## src/rtl/div_req_arbiter.sv

```systemverilog
// Round-robin arbiter feeding the divider input FIFO with {id, operand} words.
// Define DIV_ARB_CREDIT_EN to add per-requester outstanding-op caps, busy_o and err_o.
module div_req_arbiter #(
    parameter int NUM_REQ         = 4,
    parameter int DATA_WIDTH      = 65,
    parameter int ID_WIDTH        = 2,
    parameter int MAX_OUTSTANDING = 3,
    parameter int CNT_WIDTH       = 2
) (
    input  logic                             clk_i,
    input  logic                             rst_ni,
    input  logic [NUM_REQ-1:0]               req_valid_i,
    input  logic [NUM_REQ*DATA_WIDTH-1:0]    req_data_i,
    output logic [NUM_REQ-1:0]               req_ready_o,
    output logic                             fifo_valid_o,
    output logic [ID_WIDTH+DATA_WIDTH-1:0]   fifo_data_o,
    input  logic                             fifo_nfull_i,
    input  logic                             resp_valid_i,
    input  logic [ID_WIDTH-1:0]              resp_id_i,
    output logic                             busy_o,
    output logic                             err_o
);

    // Handshake: fifo_valid_o may be high while fifo_nfull_i is low (stalled
    // grant); a word moves only when both are high, and only then does the
    // granted requester see req_ready_o.
    logic [ID_WIDTH-1:0]   last_ptr;
    logic [NUM_REQ-1:0]    eligible;
    logic [NUM_REQ-1:0]    grant;
    logic [ID_WIDTH-1:0]   grant_idx;
    logic [ID_WIDTH-1:0]   hi_idx;
    logic [ID_WIDTH-1:0]   lo_idx;
    logic                  hi_found;
    logic                  lo_found;
    logic                  grant_any;
    logic                  xfer;
    logic [DATA_WIDTH-1:0] sel_data;

    // Indices above last_ptr win first; otherwise wrap to the lowest eligible.
    always_comb begin
        hi_found = 1'b0;
        lo_found = 1'b0;
        hi_idx   = '0;
        lo_idx   = '0;
        for (int i = 0; i < NUM_REQ; i++) begin
            if (!hi_found && eligible[i] && (ID_WIDTH'(i) > last_ptr)) begin
                hi_found = 1'b1;
                hi_idx   = ID_WIDTH'(i);
            end
            if (!lo_found && eligible[i]) begin
                lo_found = 1'b1;
                lo_idx   = ID_WIDTH'(i);
            end
        end
        grant_any = hi_found | lo_found;
        grant_idx = hi_found ? hi_idx : lo_idx;
        grant     = grant_any ? (NUM_REQ'(1) << grant_idx) : '0;
    end

    always_comb begin
        sel_data = '0;
        for (int i = 0; i < NUM_REQ; i++) begin
            if (grant[i]) sel_data = req_data_i[i*DATA_WIDTH +: DATA_WIDTH];
        end
    end

    assign xfer         = grant_any & fifo_nfull_i;
    assign fifo_valid_o = grant_any;
    assign fifo_data_o  = grant_any ? {grant_idx, sel_data} : '0;
    assign req_ready_o  = xfer ? grant : '0;

    always_ff @(posedge clk_i or negedge rst_ni) begin
        if (!rst_ni) begin
            last_ptr <= ID_WIDTH'(NUM_REQ - 1);
        end else if (xfer) begin
            last_ptr <= grant_idx;
        end
    end

`ifdef DIV_ARB_CREDIT_EN
    logic [CNT_WIDTH-1:0] out_cnt [NUM_REQ];
    logic [NUM_REQ-1:0]   dec;
    logic [NUM_REQ-1:0]   cnt_nz;
    logic                 resp_bad;
    logic                 err_q;

    always_comb begin
        dec      = '0;
        cnt_nz   = '0;
        eligible = '0;
        for (int i = 0; i < NUM_REQ; i++) begin
            dec[i]      = resp_valid_i && (resp_id_i == ID_WIDTH'(i));
            cnt_nz[i]   = (out_cnt[i] != '0);
            eligible[i] = req_valid_i[i] && (out_cnt[i] < CNT_WIDTH'(MAX_OUTSTANDING));
        end
        // A response for an unknown id or an idle requester is a protocol error.
        resp_bad = (resp_valid_i && (32'(resp_id_i) >= NUM_REQ)) || (|(dec & ~cnt_nz));
    end

    always_ff @(posedge clk_i or negedge rst_ni) begin
        if (!rst_ni) begin
            for (int i = 0; i < NUM_REQ; i++) out_cnt[i] <= '0;
            err_q <= 1'b0;
        end else begin
            for (int i = 0; i < NUM_REQ; i++) begin
                if (req_ready_o[i] && !dec[i]) begin
                    out_cnt[i] <= out_cnt[i] + CNT_WIDTH'(1);
                end else if (dec[i] && !req_ready_o[i] && cnt_nz[i]) begin
                    out_cnt[i] <= out_cnt[i] - CNT_WIDTH'(1);
                end
            end
            if (resp_bad) err_q <= 1'b1;
        end
    end

    assign busy_o = |cnt_nz;
    assign err_o  = err_q;
`else
    logic                 unused_resp;
    logic [CNT_WIDTH-1:0] unused_cap;

    assign eligible    = req_valid_i;
    assign unused_resp = ^{resp_valid_i, resp_id_i};
    assign unused_cap  = CNT_WIDTH'(MAX_OUTSTANDING);
    assign busy_o      = 1'b0;
    assign err_o       = 1'b0;
`endif

endmodule

```

## config.mk

```make
export PLATFORM = sky130hd
export DESIGN_NAME = div_req_arbiter
export DESIGN_NICKNAME = d
export VERILOG_FILES = /design/src/rtl/div_req_arbiter.sv
export SDC_FILE = /design/constraint.sdc
export NUM_CORES = 1
export LEC_CHECK = 0
export CAP_MARGIN = 20
export CORE_AREA = 2 2 133 135
export DETAILED_ROUTE_END_ITERATION = 8
export DIE_AREA = 0 0 135 137
export GPL_TIMING_DRIVEN = 0
export PLACE_DENSITY_LB_ADDON = 0.1
export SYNTH_ARGS = -nofsm -noshare
export SYNTH_HDL_FRONTEND = slang
export SYNTH_SLANG_ARGS = --single-unit
export TNS_END_PERCENT = 50
```

## constraint.sdc

```tcl
create_clock -name clk_i -period 3.1 [get_ports clk_i]
set_input_delay 0.62 -clock clk_i [delete_from_list [all_inputs] [get_ports clk_i]]
set_output_delay 0.62 -clock clk_i [all_outputs]
set_load 0.1 [all_outputs]
```

* Word-level counts from Yosys, hierarchy flattened
Cells that the tools add are included.
** Cells by class
- Order comparisons :: 4
- Shift-type cells :: 1
- Muxes and demuxes :: 22
- Bitwise operators :: 2
- Reduce and logical (&&, ||, !) cells :: 16
** Operators with widths (number)
- 2-to-1 mux 65 bit :: 4
- 2-to-1 mux 67 bit :: 1
- logical AND 1 bit :: 10
- 2-to-1 mux 1 bit :: 10
- 2-to-1 mux 2 bit :: 5
- 2-to-1 mux 4 bit :: 2
- logical NOT 1 bit :: 6
- > comparator 1 x 2 -> 1 bit, first input constant :: 2
- > comparator 2 bit, first input constant :: 2
- << shifter 1 x 2 -> 4 bit, first input constant :: 1
- AND 1 bit :: 1
- bitwise OR 1 bit :: 1
** Storage, ports and cells
- Register bits :: 2
- Input bits :: 270

* Depth between registers and ports, before layout
- Depth after elaboration :: 23
- Depth in mapped cells :: 9

* Worst setup path before layout
OpenSTA, ideal clock, no wires.
- Path kind :: input port to output port
- Start point :: input req_valid_i[1]
- End point :: output fifo_data_o[49]
- Arrival :: 4063 ps
- Required time :: 2480 ps
- Setup slack :: -1583 ps
- Stages on the path :: 9
- Buffers on the path :: 4
- Cells stage by stage :: buf_6 -> o21a_1 -> buf_6 -> a211o_4 -> inv_2 -> buf_6 -> buf_6 -> a2111oi_1 -> a211oi_1
** Between the ends
- Cells in the longest elaborated chain, start to end :: 19
- Elaborated cells on any way between the ends :: 34
- Those cells by class :: shift: 1; mux: 19; bitwise: 1; reduce/logical: 13
** Ends and longest elaborated chain
- from (decl) :: RTL line 12 : input logic [NUM_REQ-1:0] req_valid_i,
- logical AND 1 bit (2 in a row) :: RTL line 46 : if (!hi_found && eligible[i] && (ID_WIDTH'(i) > last_ptr)) begin
- 2-to-1 mux 1 bit :: RTL line 46
- logical NOT 1 bit :: RTL line 46
- logical AND 1 bit (2 in a row) :: RTL line 46
- 2-to-1 mux 1 bit :: RTL line 46
- logical NOT 1 bit :: RTL line 46
- logical AND 1 bit (2 in a row) :: RTL line 46
- 2-to-1 mux 2 bit or 2-to-1 mux 1 bit (tied branches) :: RTL line 46
- 2-to-1 mux 2 bit :: RTL line 56 : grant_idx = hi_found ? hi_idx : lo_idx;
- << shifter 1 x 2 -> 4 bit :: RTL line 57 : grant = grant_any ? (NUM_REQ'(1) << grant_idx) : '0;
- 2-to-1 mux 4 bit :: RTL line 57
- 2-to-1 mux 65 bit (4 in a row) :: RTL line 63 : if (grant[i]) sel_data = req_data_i[i*DATA_WIDTH +: DATA_WIDTH];
- 2-to-1 mux 67 bit (*) :: RTL line 69 : assign fifo_data_o = grant_any ? {grant_idx, sel_data} : '0;
- to (decl) :: RTL line 16 : output logic [ID_WIDTH+DATA_WIDTH-1:0] fifo_data_o,
Every way passes the cells marked *; elsewhere a longest branch is shown, timed or not.

* Worst setup path after layout
- Start point :: input req_valid_i[3]
- End point :: output fifo_data_o[46]
** Between the ends
- Cells in the longest elaborated chain, start to end :: 11
- Elaborated cells on any way between the ends :: 16
- Those cells by class :: shift: 1; mux: 11; bitwise: 1; reduce/logical: 3
** Ends and longest elaborated chain (RTL line)
- logical AND 1 bit (2 in a row) :: 46
- 2-to-1 mux 2 bit or 2-to-1 mux 1 bit (tied branches) :: 46
- 2-to-1 mux 2 bit :: 56
- << shifter 1 x 2 -> 4 bit :: 57
- 2-to-1 mux 4 bit :: 57
- 2-to-1 mux 65 bit (4 in a row) :: 63
- 2-to-1 mux 67 bit (*) :: 69
Marks and branches as above.

==> results.json <==
{
  "status": "finished clean",
  "cts-root-buf": "clkbuf_16",
  "synth_edf_count": 0,
  "critical_path_class": "primary input to primary output",
  "crit_buf_inv": 5,
  "critPathMaxFanout": 10,
  "dieWidth_um": 135,
  "die_h_um": 137,
  "start_kind": "primary input",
  "grt_usage": 0.299,
  "async_flop_share": 1.00,
  "cts.htree.levels": 1,
  "yosysSeqAreaShare": 0.0121,
  "clkPwrFrac": 0.029,
  "syn_area_um2": 4350,
  "start_util": 0.255,
  "dp_cells": 1223,
  "diodes": 0,
  "cp_data_arrival_time_ns": 2.47,
  "drt-pass1-iter-count": 5,
  "combPwrFrac": 0.964,
  "drive_above_1_share": 0.396,
  "switching_share": 0.623,
  "design_area_um2": 11300,
  "ys.flop_type": "dfstp_2",
  "grt_overflow_total": 0,
  "via_count": 7874,
  "drt_iter0_drc": 560,
  "drv_cap": 0,
  "synth_warnings": 0,
  "hp-class": "register to register",
  "drt_wl_total_um": 30100,
  "regMostFlops": "last_ptr",
  "critical_path.top_delay_family": "buffers and inverters",
  "die_area_um2": 18500,
  "critPathRequiredTime_ns": 2.48,
  "switchingPower_w": 0.00422,
  "ys_ff_latch": 2,
  "ys_types": 39,
  "clock.fmax_mhz": 324,
  "clock_latency_ns": 0.22,
  "antenna_found_initial": 0,
  "placed_area_um2": 9190,
  "worst_pin_slew_ns": 0.566,
  "fin_cells": 1249,
  "portBuffers": 336,
  "core.rowCount": 48,
  "io_pins": 344,
  "wl_per_cell_um": 24.1,
  "rsz0062_at_grt": "true",
  "grt_max_degree": 11,
  "cts_buffer_depth": 2,
  "drc_errors": 0,
  "largest_reg_flops": 2,
  "dpl.hpwl_um": 21100,
  "intPower_w": 0.00255,
  "tritoncts": "yes",
  "cts_made_buffers": 3,
  "power_leakage_nw": 3.67,
  "pwr-share-seq": 0.007,
  "vdd_drop_max_mv": 0.586,
  "grt_pass1_vias": 7648,
  "maxSlewHeadroom": 0.625,
  "syn_inst": 661,
  "period_minus_slack_ns": 3.09,
  "fin_crit_sh": 0.997,
  "path_cells": "buf_8 > nand2b_1 > clkbuf_8 > a211o_4 > buf_6 > clkbuf_4 > a311oi_2 > a211oi_4 > buf_12",
  "power_density_nw_per_um2": 599,
  "cts_sinks": 2,
  "nets": 1296,
  "gp_congestion": 0.868,
  "end_kind": "primary output",
  "drv_slew": 0,
  "max_stage_delay_ns": 0.41,
  "finalHoldViolations": 0,
  "setup_viol": 0,
  "syn_to_final_growth_pct": 160,
  "slowest_stage": "a311oi_2",
  "grt_pass1_wl_um": 43600,
  "drt-vias-per-instance": 6.30,
  "avgSynthCellArea_um2": 6.58,
  "reg_top3": "last_ptr (2)",
  "cts.clk_slew.worst_paths_ns": 0.03,
  "clock_skew_ns": 0.00102,
  "core_area_um2": 17100,
  "antenna_left": 0
}
## logic make-up (layout without fill, tap and decap cells)
kind of cell | Yosys count | count (layout) | share of synthesized area
buffers and inverters | 185 | 546 | 0.179
DFF | 2 | 2 | 0.0121
muxes | 3 | 3 | 0.00691
AOI/OAI and AO/OA | 387 | 388 | 0.697
other | 1 | 2 | 0.000862
and+or+nand+nor | 83 | 83 | 0.104
## cells in the final DEF (no fill, tap or decap), types with 7 or more instances in the layout
| master | count |
|---|---|
| nand3_1 | 65 |
| a32oi_1 | 62 |
| a311oi_2 | 48 |
| clkdlybuf4s50_1 | 262 |
| inv_1 | 66 |
| clkbuf_2 | 36 |
| a211oi_4 | 62 |
| a2111oi_4 | 52 |
| o21ai_0 | 62 |
| buf_2 | 7 |
| clkbuf_8 | 8 |
| a31oi_1 | 62 |
| clkbuf_4 | 23 |
| a2111oi_2 | 10 |
| buf_6 | 45 |
| clkbuf_1 | 16 |
| buf_12 | 28 |
| buf_4 | 37 |
| a311oi_4 | 9 |
## what timing repair did
action	4_1_cts	5_1_grt
hold buffers	0	0
endpoints found under the setup margin	72	66
pin swaps	14	12
gates resized for setup	778	111
gates cloned	3	2
setup buffers	17	5
## Yosys cell counts, types with 2 or more instances
library cell  count  area (um2)
nand2_1           2        7.51
buf_6             8        90.1
a32oi_1          62         543
nand3_1          65         325
a22o_1            2        17.5
a311oi_1         62         543
a2111oi_1        29         290
buf_4             2        15.0
nor2b_1           3        18.8
nand2b_1          3        18.8
clkbuf_2          2        10.0
clkbuf_1         93         349
a2111oi_2         7         105
mux2i_1           3        30.0
o21ai_1           2        10.0
o21a_1            4        30.0
nor2_1            3        11.3
inv_1            67         251
and3_1            2        12.5
a211oi_1         55         413
a211oi_2          7        87.6
dfstp_2           2        52.6
a31oi_1          62         388
a2111oi_0        26         228
buf_2            11        55.1
o221ai_1          3        26.3
o21ai_0          62         310
## tightest hold or removal path: stages (launching register included)
cell	delay, ns
dfstp_2	0.39
buf_6	0.14
a22o_1	0.20
## path summary, 6_finish.rpt
check | slack (ns) | to | depth (start not counted) | start
max in group asynchronous | 2.32 | last_ptr[0] | 1 | rst_ni
worst min register to register | 0.74 | last_ptr[0] | 2 | last_ptr[0]
worst max register to register | 1.22 | last_ptr[0] | 6 | last_ptr[0]
worst min-delay path | 0.74 | last_ptr[0] | 2 | last_ptr[0]
min in group asynchronous | 0.76 | last_ptr[0] | 1 | rst_ni
worst max-delay path | 0.009 | fifo_data_o[46] | 9 | req_valid_i[3]
## per-stage QoR
step	total power [W]	setup WS (ns)	utilization	hold slack [ns]	TNS (ns)
floorplan	0.00408	-0.366	-	0.472	-17.48
global placement	0.00539	-1.80	0.539	0.625	-118.45
detailed placement	0.00540	-1.87	0.539	0.642	-122.94
CTS	0.00649	-0.0247	0.636	0.753	-0.182
global route	0.00697	-0.0391	0.663	0.759	-0.183
finish	0.00677	0.00917	0.663	0.737	0
## per-layer routing
layer | wire length (um) | up-vias | track usage
met5 | 0 | - | 0
met1 | 11600 | 3795 | 0.378
met2 | 14800 | 544 | 0.513
met4 | 1170 | 0 | 0.0995
met3 | 2590 | 75 | 0.0519
li1 | - | 3460 | -
## power by group through the flow
stage / sequential [W] / clock (W) / combinational [W]
2_1_floorplan: 0.0000418 / 0 / 0.00404
3_3_place_gp: 0.0000441 / 0 / 0.00535
3_5_place_dp: 0.0000448 / 0 / 0.00535
4_1_cts: 0.0000500 / 0.000197 / 0.00624
5_1_grt: 0.0000509 / 0.000200 / 0.00671
6_report: 0.0000496 / 0.000196 / 0.00652
## final cells by class
| type | instances | area [um2] |
|---|---|---|
| buffer | 113 | 846 |
| clock buffer | 3 | 75.1 |
| fill | 1398 | 5750 |
| inverter | 68 | 264 |
| multi-input combinational | 476 | 5860 |
| sequential | 2 | 56.3 |
| tap | 225 | 282 |
| timing repair buffer | 362 | 3920 |
Power figures use the tool's default switching activity.
